[src/rtl/caster_pkg.sv]
// Shared definitions for the VRAM path: MCB command codes and scheduler state encoding.
package caster_pkg;

    localparam logic [2:0] MCB_CMD_RD = 3'b001;
    localparam logic [2:0] MCB_CMD_WR = 3'b000;

    typedef enum logic [1:0] {
        ST_IDLE  = 2'd0,
        ST_ARB   = 2'd1,
        ST_ISSUE = 2'd2
    } sched_state_e;

endpackage

[src/rtl/vram_addr_gen.sv]
// Per-direction burst address generator: offset register within one frame buffer,
// wrapping at the end of the buffer and flagging the frame as done.
module vram_addr_gen #(
    parameter int unsigned ADDR_W      = 30,
    parameter int unsigned FRAME_BYTES = 1920000,
    parameter int unsigned STEP_BYTES  = 256
) (
    input  logic              clk,
    input  logic              rst,
    input  logic [ADDR_W-1:0] base_i,
    input  logic              clear_i,
    input  logic              step_i,
    output logic [ADDR_W-1:0] addr_c,
    output logic              done_o
);

    localparam logic [ADDR_W-1:0] STEP  = ADDR_W'(STEP_BYTES);
    localparam logic [ADDR_W-1:0] FRAME = ADDR_W'(FRAME_BYTES);

    logic [ADDR_W-1:0] off_q, off_d, off_inc;
    logic              done_q, done_d;

    // Next offset: clear wins over step; the final step wraps and marks the frame done.
    always_comb begin
        off_inc = off_q + STEP;
        off_d   = off_q;
        done_d  = done_q;
        if (clear_i) begin
            off_d  = '0;
            done_d = 1'b0;
        end else if (step_i) begin
            if (off_inc >= FRAME) begin
                off_d  = '0;
                done_d = 1'b1;
            end else begin
                off_d = off_inc;
            end
        end
    end

    // Offset and done registers; nothing pending out of reset.
    always_ff @(posedge clk) begin
        if (rst) begin
            off_q  <= '0;
            done_q <= 1'b1;
        end else begin
            off_q  <= off_d;
            done_q <= done_d;
        end
    end

    assign addr_c = base_i + off_q;
    assign done_o = done_q;

endmodule

[src/rtl/vram_sched.sv]
// VRAM command scheduler: shares the MCB command port between read prefetch and
// write-back, ping-ponging two frame buffers at each vsync.
// Optional build macro VRAM_SCHED_STATS_EN adds the cmd_full stall counter.
module vram_sched
    import caster_pkg::*;
#(
    parameter int unsigned BURST_LEN   = 16,
    parameter int unsigned FRAME_BYTES = 1920000,
    parameter int unsigned WR_URGENT   = 48,
    parameter int unsigned ADDR_W      = 30
) (
    input  logic              clk,
    input  logic              rst,
    input  logic              vsync,
    input  logic              calib_done,
    input  logic [7:0]        rd_space,
    input  logic              rd_data_valid,
    input  logic [7:0]        wr_level,
    input  logic              cmd_full,
    output logic              cmd_en,
    output logic [2:0]        cmd_instr,
    output logic [5:0]        cmd_bl,
    output logic [ADDR_W-1:0] cmd_byte_addr,
    output logic              rd_done,
    output logic              wr_done,
    output logic              error,
    output logic [15:0]       stat_stall
);

    localparam int unsigned       STEP_BYTES = BURST_LEN * 16;
    localparam int unsigned       INF_W      = 9;
    localparam logic [INF_W-1:0]  BL9        = INF_W'(BURST_LEN);
    localparam logic [7:0]        BL8        = 8'(BURST_LEN);
    localparam logic [7:0]        URG8       = 8'(WR_URGENT);
    localparam logic [ADDR_W-1:0] FRAME      = ADDR_W'(FRAME_BYTES);

    sched_state_e      state_q, state_d;
    logic              buf_sel_q, buf_sel_d;
    logic              last_wr_q, last_wr_d;
    logic [INF_W-1:0]  inflight_q, inflight_d;
    logic              error_q, error_d;
    logic              cmd_en_q, cmd_en_d;
    logic [2:0]        cmd_instr_q, cmd_instr_d;
    logic [ADDR_W-1:0] cmd_addr_q, cmd_addr_d;

    logic              vsync_acc, issue, issue_rd, issue_wr;
    logic              grant_rd, grant_wr;
    logic              rd_elig, wr_elig, wr_urg;
    logic [INF_W-1:0]  rd_room;
    logic [ADDR_W-1:0] rd_base, wr_base, rd_addr, wr_addr;
    logic              rd_done_w, wr_done_w;

    assign vsync_acc = vsync & calib_done;
    assign issue     = (state_q == ST_ISSUE) & ~cmd_full;
    assign issue_rd  = issue & (cmd_instr_q == MCB_CMD_RD);
    assign issue_wr  = issue & (cmd_instr_q == MCB_CMD_WR);

    assign rd_base = buf_sel_q ? FRAME : '0;
    assign wr_base = buf_sel_q ? '0 : FRAME;

    vram_addr_gen #(
        .ADDR_W     (ADDR_W),
        .FRAME_BYTES(FRAME_BYTES),
        .STEP_BYTES (STEP_BYTES)
    ) u_rd_gen (
        .clk    (clk),
        .rst    (rst),
        .base_i (rd_base),
        .clear_i(vsync_acc),
        .step_i (issue_rd),
        .addr_c (rd_addr),
        .done_o (rd_done_w)
    );

    vram_addr_gen #(
        .ADDR_W     (ADDR_W),
        .FRAME_BYTES(FRAME_BYTES),
        .STEP_BYTES (STEP_BYTES)
    ) u_wr_gen (
        .clk    (clk),
        .rst    (rst),
        .base_i (wr_base),
        .clear_i(vsync_acc),
        .step_i (issue_wr),
        .addr_c (wr_addr),
        .done_o (wr_done_w)
    );

    // Eligibility; a read needs a full burst of FIFO room not already claimed by in-flight data.
    assign rd_room = {1'b0, rd_space} - inflight_q;
    assign rd_elig = ~rd_done_w & (inflight_q <= {1'b0, rd_space}) & (rd_room >= BL9);
    assign wr_elig = ~wr_done_w & (wr_level >= BL8);
    assign wr_urg  = wr_elig & (wr_level >= URG8);

    // Next-state, arbitration and command register loading.
    always_comb begin
        state_d     = state_q;
        cmd_en_d    = cmd_en_q;
        cmd_instr_d = cmd_instr_q;
        cmd_addr_d  = cmd_addr_q;
        last_wr_d   = last_wr_q;
        grant_rd    = 1'b0;
        grant_wr    = 1'b0;

        unique case (state_q)
            ST_IDLE: state_d = ST_IDLE;
            ST_ARB: begin
                if (calib_done && !vsync) begin
                    if (wr_urg)                    grant_wr = 1'b1;
                    else if (rd_elig && last_wr_q) grant_rd = 1'b1;
                    else if (wr_elig)              grant_wr = 1'b1;
                    else if (rd_elig)              grant_rd = 1'b1;
                end
            end
            ST_ISSUE: begin
                if (!cmd_full) begin
                    state_d  = ST_ARB;
                    cmd_en_d = 1'b0;
                end
            end
            default: state_d = ST_IDLE;
        endcase

        if (grant_rd || grant_wr) begin
            state_d     = ST_ISSUE;
            cmd_en_d    = 1'b1;
            cmd_instr_d = grant_rd ? MCB_CMD_RD : MCB_CMD_WR;
            cmd_addr_d  = grant_rd ? rd_addr : wr_addr;
            last_wr_d   = grant_wr;
        end

        // Frame swap overrides everything; a stalled burst is abandoned.
        if (vsync_acc) begin
            state_d  = ST_ARB;
            cmd_en_d = 1'b0;
        end
    end

    // In-flight read word accounting, buffer swap and sticky error.
    always_comb begin
        inflight_d = inflight_q;
        error_d    = error_q;
        buf_sel_d  = buf_sel_q ^ vsync_acc;
        if (rd_data_valid) begin
            if (inflight_q == '0) error_d = 1'b1;
            else                  inflight_d = inflight_q - INF_W'(1);
        end
        if (issue_rd) inflight_d = inflight_d + BL9;
        if (vsync_acc && (!rd_done_w || !wr_done_w)) error_d = 1'b1;
    end

    // State and output registers.
    always_ff @(posedge clk) begin
        if (rst) begin
            state_q     <= ST_IDLE;
            buf_sel_q   <= 1'b0;
            last_wr_q   <= 1'b0;
            inflight_q  <= '0;
            error_q     <= 1'b0;
            cmd_en_q    <= 1'b0;
            cmd_instr_q <= 3'b000;
            cmd_addr_q  <= '0;
        end else begin
            state_q     <= state_d;
            buf_sel_q   <= buf_sel_d;
            last_wr_q   <= last_wr_d;
            inflight_q  <= inflight_d;
            error_q     <= error_d;
            cmd_en_q    <= cmd_en_d;
            cmd_instr_q <= cmd_instr_d;
            cmd_addr_q  <= cmd_addr_d;
        end
    end

`ifdef VRAM_SCHED_STATS_EN
    logic [15:0] stall_cnt_q, stall_cnt_d, stall_inc;
    logic [15:0] stat_stall_q, stat_stall_d;

    // Saturating count of stalled ISSUE cycles, snapshotted at each accepted vsync.
    always_comb begin
        stall_inc    = stall_cnt_q;
        if ((state_q == ST_ISSUE) && cmd_full && (stall_cnt_q != 16'hFFFF))
            stall_inc = stall_cnt_q + 16'd1;
        stall_cnt_d  = stall_inc;
        stat_stall_d = stat_stall_q;
        if (vsync_acc) begin
            stat_stall_d = stall_inc;
            stall_cnt_d  = '0;
        end
    end

    // Stall statistics registers.
    always_ff @(posedge clk) begin
        if (rst) begin
            stall_cnt_q  <= '0;
            stat_stall_q <= '0;
        end else begin
            stall_cnt_q  <= stall_cnt_d;
            stat_stall_q <= stat_stall_d;
        end
    end

    assign stat_stall = stat_stall_q;
`else
    assign stat_stall = '0;
`endif

    assign cmd_en        = cmd_en_q;
    assign cmd_instr     = cmd_instr_q;
    assign cmd_bl        = 6'(BURST_LEN - 1);
    assign cmd_byte_addr = cmd_addr_q;
    assign rd_done       = rd_done_w;
    assign wr_done       = wr_done_w;
    assign error         = error_q;

endmodule

[config.mk]
export PLATFORM = sky130hd
export DESIGN_NAME = vram_sched
export DESIGN_NICKNAME = d
export VERILOG_FILES = /design/src/rtl/caster_pkg.sv /design/src/rtl/vram_addr_gen.sv /design/src/rtl/vram_sched.sv
export SDC_FILE = /design/constraint.sdc
export NUM_CORES = 1
export LEC_CHECK = 0
export CORE_MARGIN = 2
export CORE_UTILIZATION = 35
export CTS_CLUSTER_DIAMETER = 40
export CTS_CLUSTER_SIZE = 28
export DETAILED_ROUTE_END_ITERATION = 16
export GPL_ROUTABILITY_DRIVEN = 0
export HOLD_SLACK_MARGIN = 0.03
export PLACE_DENSITY = 0.59
export SLEW_MARGIN = 20
export SYNTH_ARGS = -nofsm -noshare
export SYNTH_HDL_FRONTEND = slang
export SYNTH_SLANG_ARGS = --single-unit
[constraint.sdc]
create_clock -name clk -period 4.22 [get_ports clk]
set_input_delay 0.844 -clock clk [delete_from_list [all_inputs] [get_ports clk]]
set_output_delay 0.844 -clock clk [all_outputs]
set_load 0.005 [all_outputs]
Word level (Yosys, flattened, before mapping)
Index checks and enable logic that the tools add are counted.
{ "classes": {"n_div": 0, "n_bitwise": 12, "reduce_logical": 24, "shifts": 0, "n_eq_ne": 8, "muxes": 36, "addsub": 7, "multipliers": 0, "order_cmp": 6} }
{ "ops": {"columns": ["cell", "count"], "rows": [
  ["$mux W30", 3],
  ["$add A21 B30 Y30", 2],
  ["$add A30 B9 Y30 const B", 2],
  ["$ge A30 B21 Y1 const B", 2],
  ["$mux W21", 2],
  ["$mux W9", 3],
  ["$mux W1", 25],
  ["$reduce_bool A2 Y1", 7],
  ["$reduce_and A2 Y1", 6],
  ["$add A9 B5 Y9 const B", 1],
  ["$ge A9 B5 Y1 const B", 1],
  ["$le A9 B8 Y1", 1],
  ["$logic_not A9 Y1", 1],
  ["$sub A8 B9 Y9", 1],
  ["$sub A9 B1 Y9 const B", 1],
  ["$and A1 B1 Y1", 8],
  ["$ge A8 B5 Y1 const B", 1],
  ["$ge A8 B6 Y1 const B", 1],
  ["$mux W2", 2],
  ["$ne A4 B3 Y1 const B", 1],
  ["$pmux W2 S2", 1],
  ["$eq A3 B1 Y1 const B", 1],
  ["$logic_and A1 B1 Y1", 3],
  ["$logic_not A1 Y1", 3],
  ["other kinds (11)", 14]
]} }
{ "totals": {"latchBits": 0, "input_bits": 22, "elab_cells": 106, "romBits": 0, "ram_bits": 0, "ff_bits": 110, "memories": 0, "out_inout_bits": 59} }

Depth between registers and ports, before layout
{ "logic_depth": {"word_depth": 12, "depth_mapped": 13, "depth_no_buf": 13} }

Modules after synthesis
A second synthesis with hierarchy kept.
{ "hier_totals": {"cells_unflattened": 971, "area_unflattened_um2": 7890.1} }
{ "by_module_without_submodules": {"columns": ["module", "area_each_um2", "cells_per_inst", "seq_area_each_um2", "n_inst"], "rows": [
  ["vram_addr_gen", 2285.9, 288, 460.4, 2],
  ["vram_sched", 3318.2, 395, 920.9, 1]
]} }

Worst setup path before layout
OpenSTA, ideal clock, no wires.
{ "synth_timing": {"path_kind": "input-to-reg", "startpoint": "input rd_space[6]", "endpoint": "register cmd_addr_q[16] (netlist: cmd_byte_addr[16])", "path_slack_ps": 1127, "setup_time_ps": 134, "required_ps": 4086, "stages": 10, "arrival_time_ps": 2960, "n_path_buf": 1, "cell_sequence": "ha_1 -> xor2_1 -> o31ai_1 -> nand3_1 -> a2bb2oi_1 -> o31ai_1 -> o21ai_1 -> nand2b_1 -> clkbuf_1 -> o22ai_1"} }
{ "synth_between": {"elab_chain_len": 10, "elab_cells_between_ends": 18, "cone_classes": "1 x add/sub; 2 x order compare; 11 x mux; 2 x bitwise; 2 x reduce/logical"} }
{ "synth_lines": {"columns": ["item", "line_no", "rtl"], "rows": [
  ["start, declared", "vram_sched.sv:16", "input logic [7:0] rd_space,"],
  ["$sub A8 B9 Y9 / $le A9 B8 Y1 (equally long branches)", "vram_sched.sv:90, vram_sched.sv:91", null],
  ["$ge A9 B5 Y1 / $and A1 B1 Y1 (equally long branches)", "vram_sched.sv:91", "assign rd_elig = ~rd_done_w & (inflight_q <= {1'b0, rd_space}) & (rd_room >= BL9);"],
  ["$and A1 B1 Y1 (*)", "vram_sched.sv:91", null],
  ["$mux W1", "vram_sched.sv:112", "else if (rd_elig) grant_rd = 1'b1;"],
  ["$mux W1", "vram_sched.sv:111", "else if (wr_elig) grant_wr = 1'b1;"],
  ["$mux W1", "vram_sched.sv:110", "else if (rd_elig && last_wr_q) grant_rd = 1'b1;"],
  ["$mux W1", "vram_sched.sv:109", "if (wr_urg) grant_wr = 1'b1;"],
  ["$mux W1", "vram_sched.sv:108", "if (calib_done && !vsync) begin"],
  ["$mux W1", "vram_sched.sv:105", "unique case (state_q)"],
  ["$mux W30 / $logic_or A1 B1 Y1 (equally long branches)", "vram_sched.sv:128, vram_sched.sv:124", null],
  ["end signal, assigned", "vram_sched.sv:171", "cmd_addr_q <= cmd_addr_d;"],
  ["end, declared", "vram_sched.sv:44", "logic [ADDR_W-1:0] cmd_addr_q, cmd_addr_d;"]
]} }
Every way passes the cells marked *; elsewhere a longest branch is shown, timed or not.
A chain may end at the register's enable or synchronous reset.

Worst setup path in the final report
{ "layout_timing": {"startpoint": "register u_rd_gen.off_q[8]", "endpoint": "register u_rd_gen.off_q[17]"} }
{ "layout_between": {"elab_chain_len": 3} }
{ "layout_lines": {"columns": ["item", "line_no", "rtl"], "rows": [
  ["start, declared", "vram_addr_gen.sv:20", "logic [ADDR_W-1:0] off_q, off_d, off_inc;"],
  ["start signal, assigned", "vram_addr_gen.sv:44", "off_q <= '0;"],
  ["start signal, assigned", "vram_addr_gen.sv:47", "off_q <= off_d;"],
  ["$add A30 B9 Y30 (*)", "vram_addr_gen.sv:25", "off_inc = off_q + STEP;"],
  ["$ge A30 B21 Y1", "vram_addr_gen.sv:32", "if (off_inc >= FRAME) begin"],
  ["$mux W30 (*)", "vram_addr_gen.sv:32", null]
]} }
Marked as above.

==> summary.md <==
| Metric | Value |
|---|---|
| Final setup viols | `0` |
| Post-route DRC | `0` |
| DIE WIDTH | `~140 µm` |
| Number of clock sinks seen by CTS | `between 80 and 90` |
| Crit-path cells | `ha_1 -> nand3_1 -> nor4_1 -> nand3_1 -> a211oi_1 -> o221ai_2 -> or2_1 -> or3_1 -> a21oi_1` |
| Final nets | `833` |
| Setup TNS | `0 ps` |
| Leak | `2.50 nW` |
| GRT Overall Usage | `roughly 16%` |
| TritonRoute pass-1 iters | `5` |
| Endpoints failing hold | `0` |
| Vias in the first global route | `between 4k and 5k` |
| Netlist cell types | `67` |
| Clk root buf | `clkbuf_16` |
| Synthesized area | `0.00609 mm²` |
| Post-CTS setup repair buffer count | `0` |
| Worst path most repeated cell | `nand3_1` |
| Cells after synthesis | `769` |
| EDFF count, synth | `0` |
| Longest Clk Path Bufs | `2` |
| Clock slew seen by the registers of the worst setup and hold paths | `70 ps` |
| Global route overflow | `0` |
| Max Slew Vio Count | `0` |
| Multi-input gate area | `0.00399 mm²` |
| Port bufs | `44` |
| CTS tree | `built` |
| Maximum vdd drop | `between 200 and 250 µV` |
| Post-synthesis compound-gate area fraction | `17.4%` |
| Worst Path Arrival | `3680 ps` |
| Adder-Cell Fraction of Synth Area | `6.37%` |
| Seq cells post-synth | `84` |
| Final HPWL DP | `10.4 mm` |
| Crit start category | `flop` |
| Clk_skew | `~8.3 ps` |
| First-pass GRT wire length | `roughly 25 mm` |
| Top FF cell, synth | `dfxtp_1` |
| Post-Place Cells | `roughly 1000` |
| Unrepaired setup endpoints after global routing | `false` |
| Post-CTS Resized | `0` |
| Clk Latency, worst-skew pair | `around 350 ps` |
| Die ar. | `about 0.018 mm²` |
| Synth Warn # | `0` |
| Register area | `about 0.0017 mm²` |
| Setup CP Type | `flop to flop` |
| Worst Path Max Fanout | `10` |
| CP endpoint kind | `flop` |
| Post-synthesis mux area share | `between 3 and 4%` |
| Layout cell share with drive strength beyond 1 | `under 10%` |
| Outcome | `finished, final reports clean` |
| Slew Limit Headroom | `between 20% and 30%` |
| Part of the Yosys area used for sequential elements | `27.6%` |
| DIE HEIGHT | `~140 µm` |
| CP peak stage delay | `between 600 and 700 ps` |
| Hold WC Path Type | `flop to flop` |
| # IOs | `81` |
| Tmin final | `3410 ps` |
| Slowest CP cell | `nor4_1` |
| Placement Setup Slack | `around 530 ps` |
| Largest net degree at the start of global routing | `slightly above 40` |
| Hold_buf cts | `0` |
| WP data required | `~4500 ps` |
| Initial Util | `a little over a third` |
| Htree depth | `3` |
| Cell Rows | `48` |
| Post-Layout Cell Count | `approximately 1.0k` |
| Vias/cell | `approximately 5.3` |
| XOR/XNOR Fraction of Synth Area | `8.06%` |
| Initial drt markers | `~330` |
| Tcrit/Tclk final | `just over 80%` |
| Initial antenna violation count | `0` |
| ANT cells | `0` |
| Antenna Violating Nets Remaining | `0` |
| Worst setup margin | `slightly above 800 ps` |
| Highest Clock Rate | `just under 300 MHz` |
| Worst Tran Pin Value | `1050 ps` |
| Inserted Clock Buffers | `9` |
| Power Dens Cells | `~330 mW/mm²` |
| Total core area | `between 0.015 and 0.02 mm²` |
| Max_cap viols | `0` |
| Vias | `5365` |
| Combinational family with the most area after synthesis | `simple AND/OR/NAND/NOR gates` |
| Ys async rst share | `0%` |
| Synth Area in Simple Gates | `between 20% and 30%` |
| Average cell area after synthesis | `7.91 µm²` |
| Filler Cells Inserted | `1801` |
| Area Growth Syn to Fin | `12.8%` |
| Final wirelength | `around 15 mm` |
| Wire per inst | `around 14 µm` |
## state kept, by name (all words and copies together), names as in the netlist
register and cells:
u_rd_gen.done_o 1, inflight_q 9, u_rd_gen.off_q 22, cmd_instr 1, state_q 2, u_wr_gen.off_q 22
cmd_byte_addr 22, u_wr_gen.done_o 1, buf_sel_q 1, error 1, last_wr_q 1, cmd_en 1
## where the power goes
part	switching (W)	total [W]	internal, W
Sequential	0.0000487	0.000887	0.000838
Combinational	0.000306	0.000552	0.000246
Clock	0.000357	0.000818	0.000461
Total	0.000712	0.00226	0.00154
## synthesized netlist by cell type (9+ instances only)
cell type / number / area [µm²]
a21oi_1: 46 / 230
nand4_1: 11 / 68.8
xor2_1: 24 / 210
inv_1: 28 / 105
nand2_1: 46 / 173
nor2_1: 59 / 221
mux2i_1: 22 / 220
nor4_1: 15 / 93.8
a31o_2: 14 / 123
nor3b_1: 9 / 67.6
clkbuf_1: 32 / 120
buf_4: 34 / 255
or4_1: 17 / 128
xnor2_1: 32 / 280
a211oi_1: 15 / 113
dfxtp_1: 84 / 1680
ha_1: 27 / 338
a31oi_1: 9 / 56.3
nand2b_1: 18 / 113
or3_1: 11 / 68.8
and3_1: 25 / 156
buf_2: 10 / 50.1
nor3_1: 20 / 100
nand3_1: 42 / 210
o21ai_0: 18 / 90.1
o22ai_1: 15 / 93.8
## cell families (layout without fill, tap and decap cells)
family	Yosys count	count (layout)
xor gates and xnor gates	56	56
AOI/OAI and AO/OA	160	160
and+or+nand+nor	305	305
DFF	84	84
adders and majority gates	30	30
other	2	32
muxes	23	23
buffers and inverters	109	97
## worst paths after layout
path | startpoint | endpoint | slack [ps] | depth (start not counted)
max reg2reg | u_rd_gen.off_q[8] | u_rd_gen.off_q[17] | 810 | 9
min reg2reg | error | error | 480 | 2
min | error | error | 480 | 2
max | u_rd_gen.off_q[8] | u_rd_gen.off_q[17] | 810 | 9
## layer usage
metal / wire length, µm / up-vias / track usage [%] / part of all wire [%]
li1: - / 2755 / - / -
met1: 7340 / 2493 / 23.3 / 50
met2: 6340 / 111 / 25.7 / 44
met3: 760 / 6 / 3.73 / 5.2
met4: 111 / 0 / 3.30 / 0.76
met5: 0 / - / 0 / 0
## placed cells by master, fill, tap and decap left out, drive strengths merged, types with 12 or more instances in the layout
cell | Yosys | layout
dfxtp | 84 | 84
nor2 | 59 | 59
nand2 | 46 | 46
a21oi | 46 | 46
clkdlybuf4s50 | 0 | 44
nand3 | 43 | 43
xnor2 | 32 | 32
conb | 2 | 32
inv | 28 | 28
ha | 27 | 27
and3 | 25 | 25
xor2 | 24 | 24
mux2i | 22 | 22
nor3 | 21 | 21
o21ai | 19 | 19
nand2b | 18 | 18
or4 | 17 | 17
nor4 | 17 | 17
a211oi | 15 | 15
o22ai | 15 | 15
a31o | 14 | 14
nand4 | 12 | 12
or3 | 12 | 12
## area by class of cell
type / instances / area share [%]
clock inverters: 7 / 1.13
inverters: 28 / 1.53
flip-flops and latches: 84 / 24.5
repair buffers: 53 / 7.40
multi-input cells: 606 / 58.1
clock buffers: 9 / 3.28
well taps: 225 / 4.10
## metrics by stage
step                      hold slack [ps]  power, W  utilization (%)  cell area (µm²)
final                                 478   0.00226             40.0             6860
after global routing                  509   0.00241             40.0             6860
after CTS                             488   0.00229             40.0             6860
after detailed placement              477   0.00146             38.2             6560
after global placement                461   0.00145             38.2             6560
after floorplan                       450   0.00134                -             6200
## critical path, delay by kind of cell, from the launching register on
kind	cells	cell delay (ps)
AND/OR/NAND/NOR	5	1730
AO/OA/AOI/OAI	3	740
flip-flops	1	510
adder cells (fa/ha/maj)	1	340
Note: power is estimated with default switching activity, not from simulation.
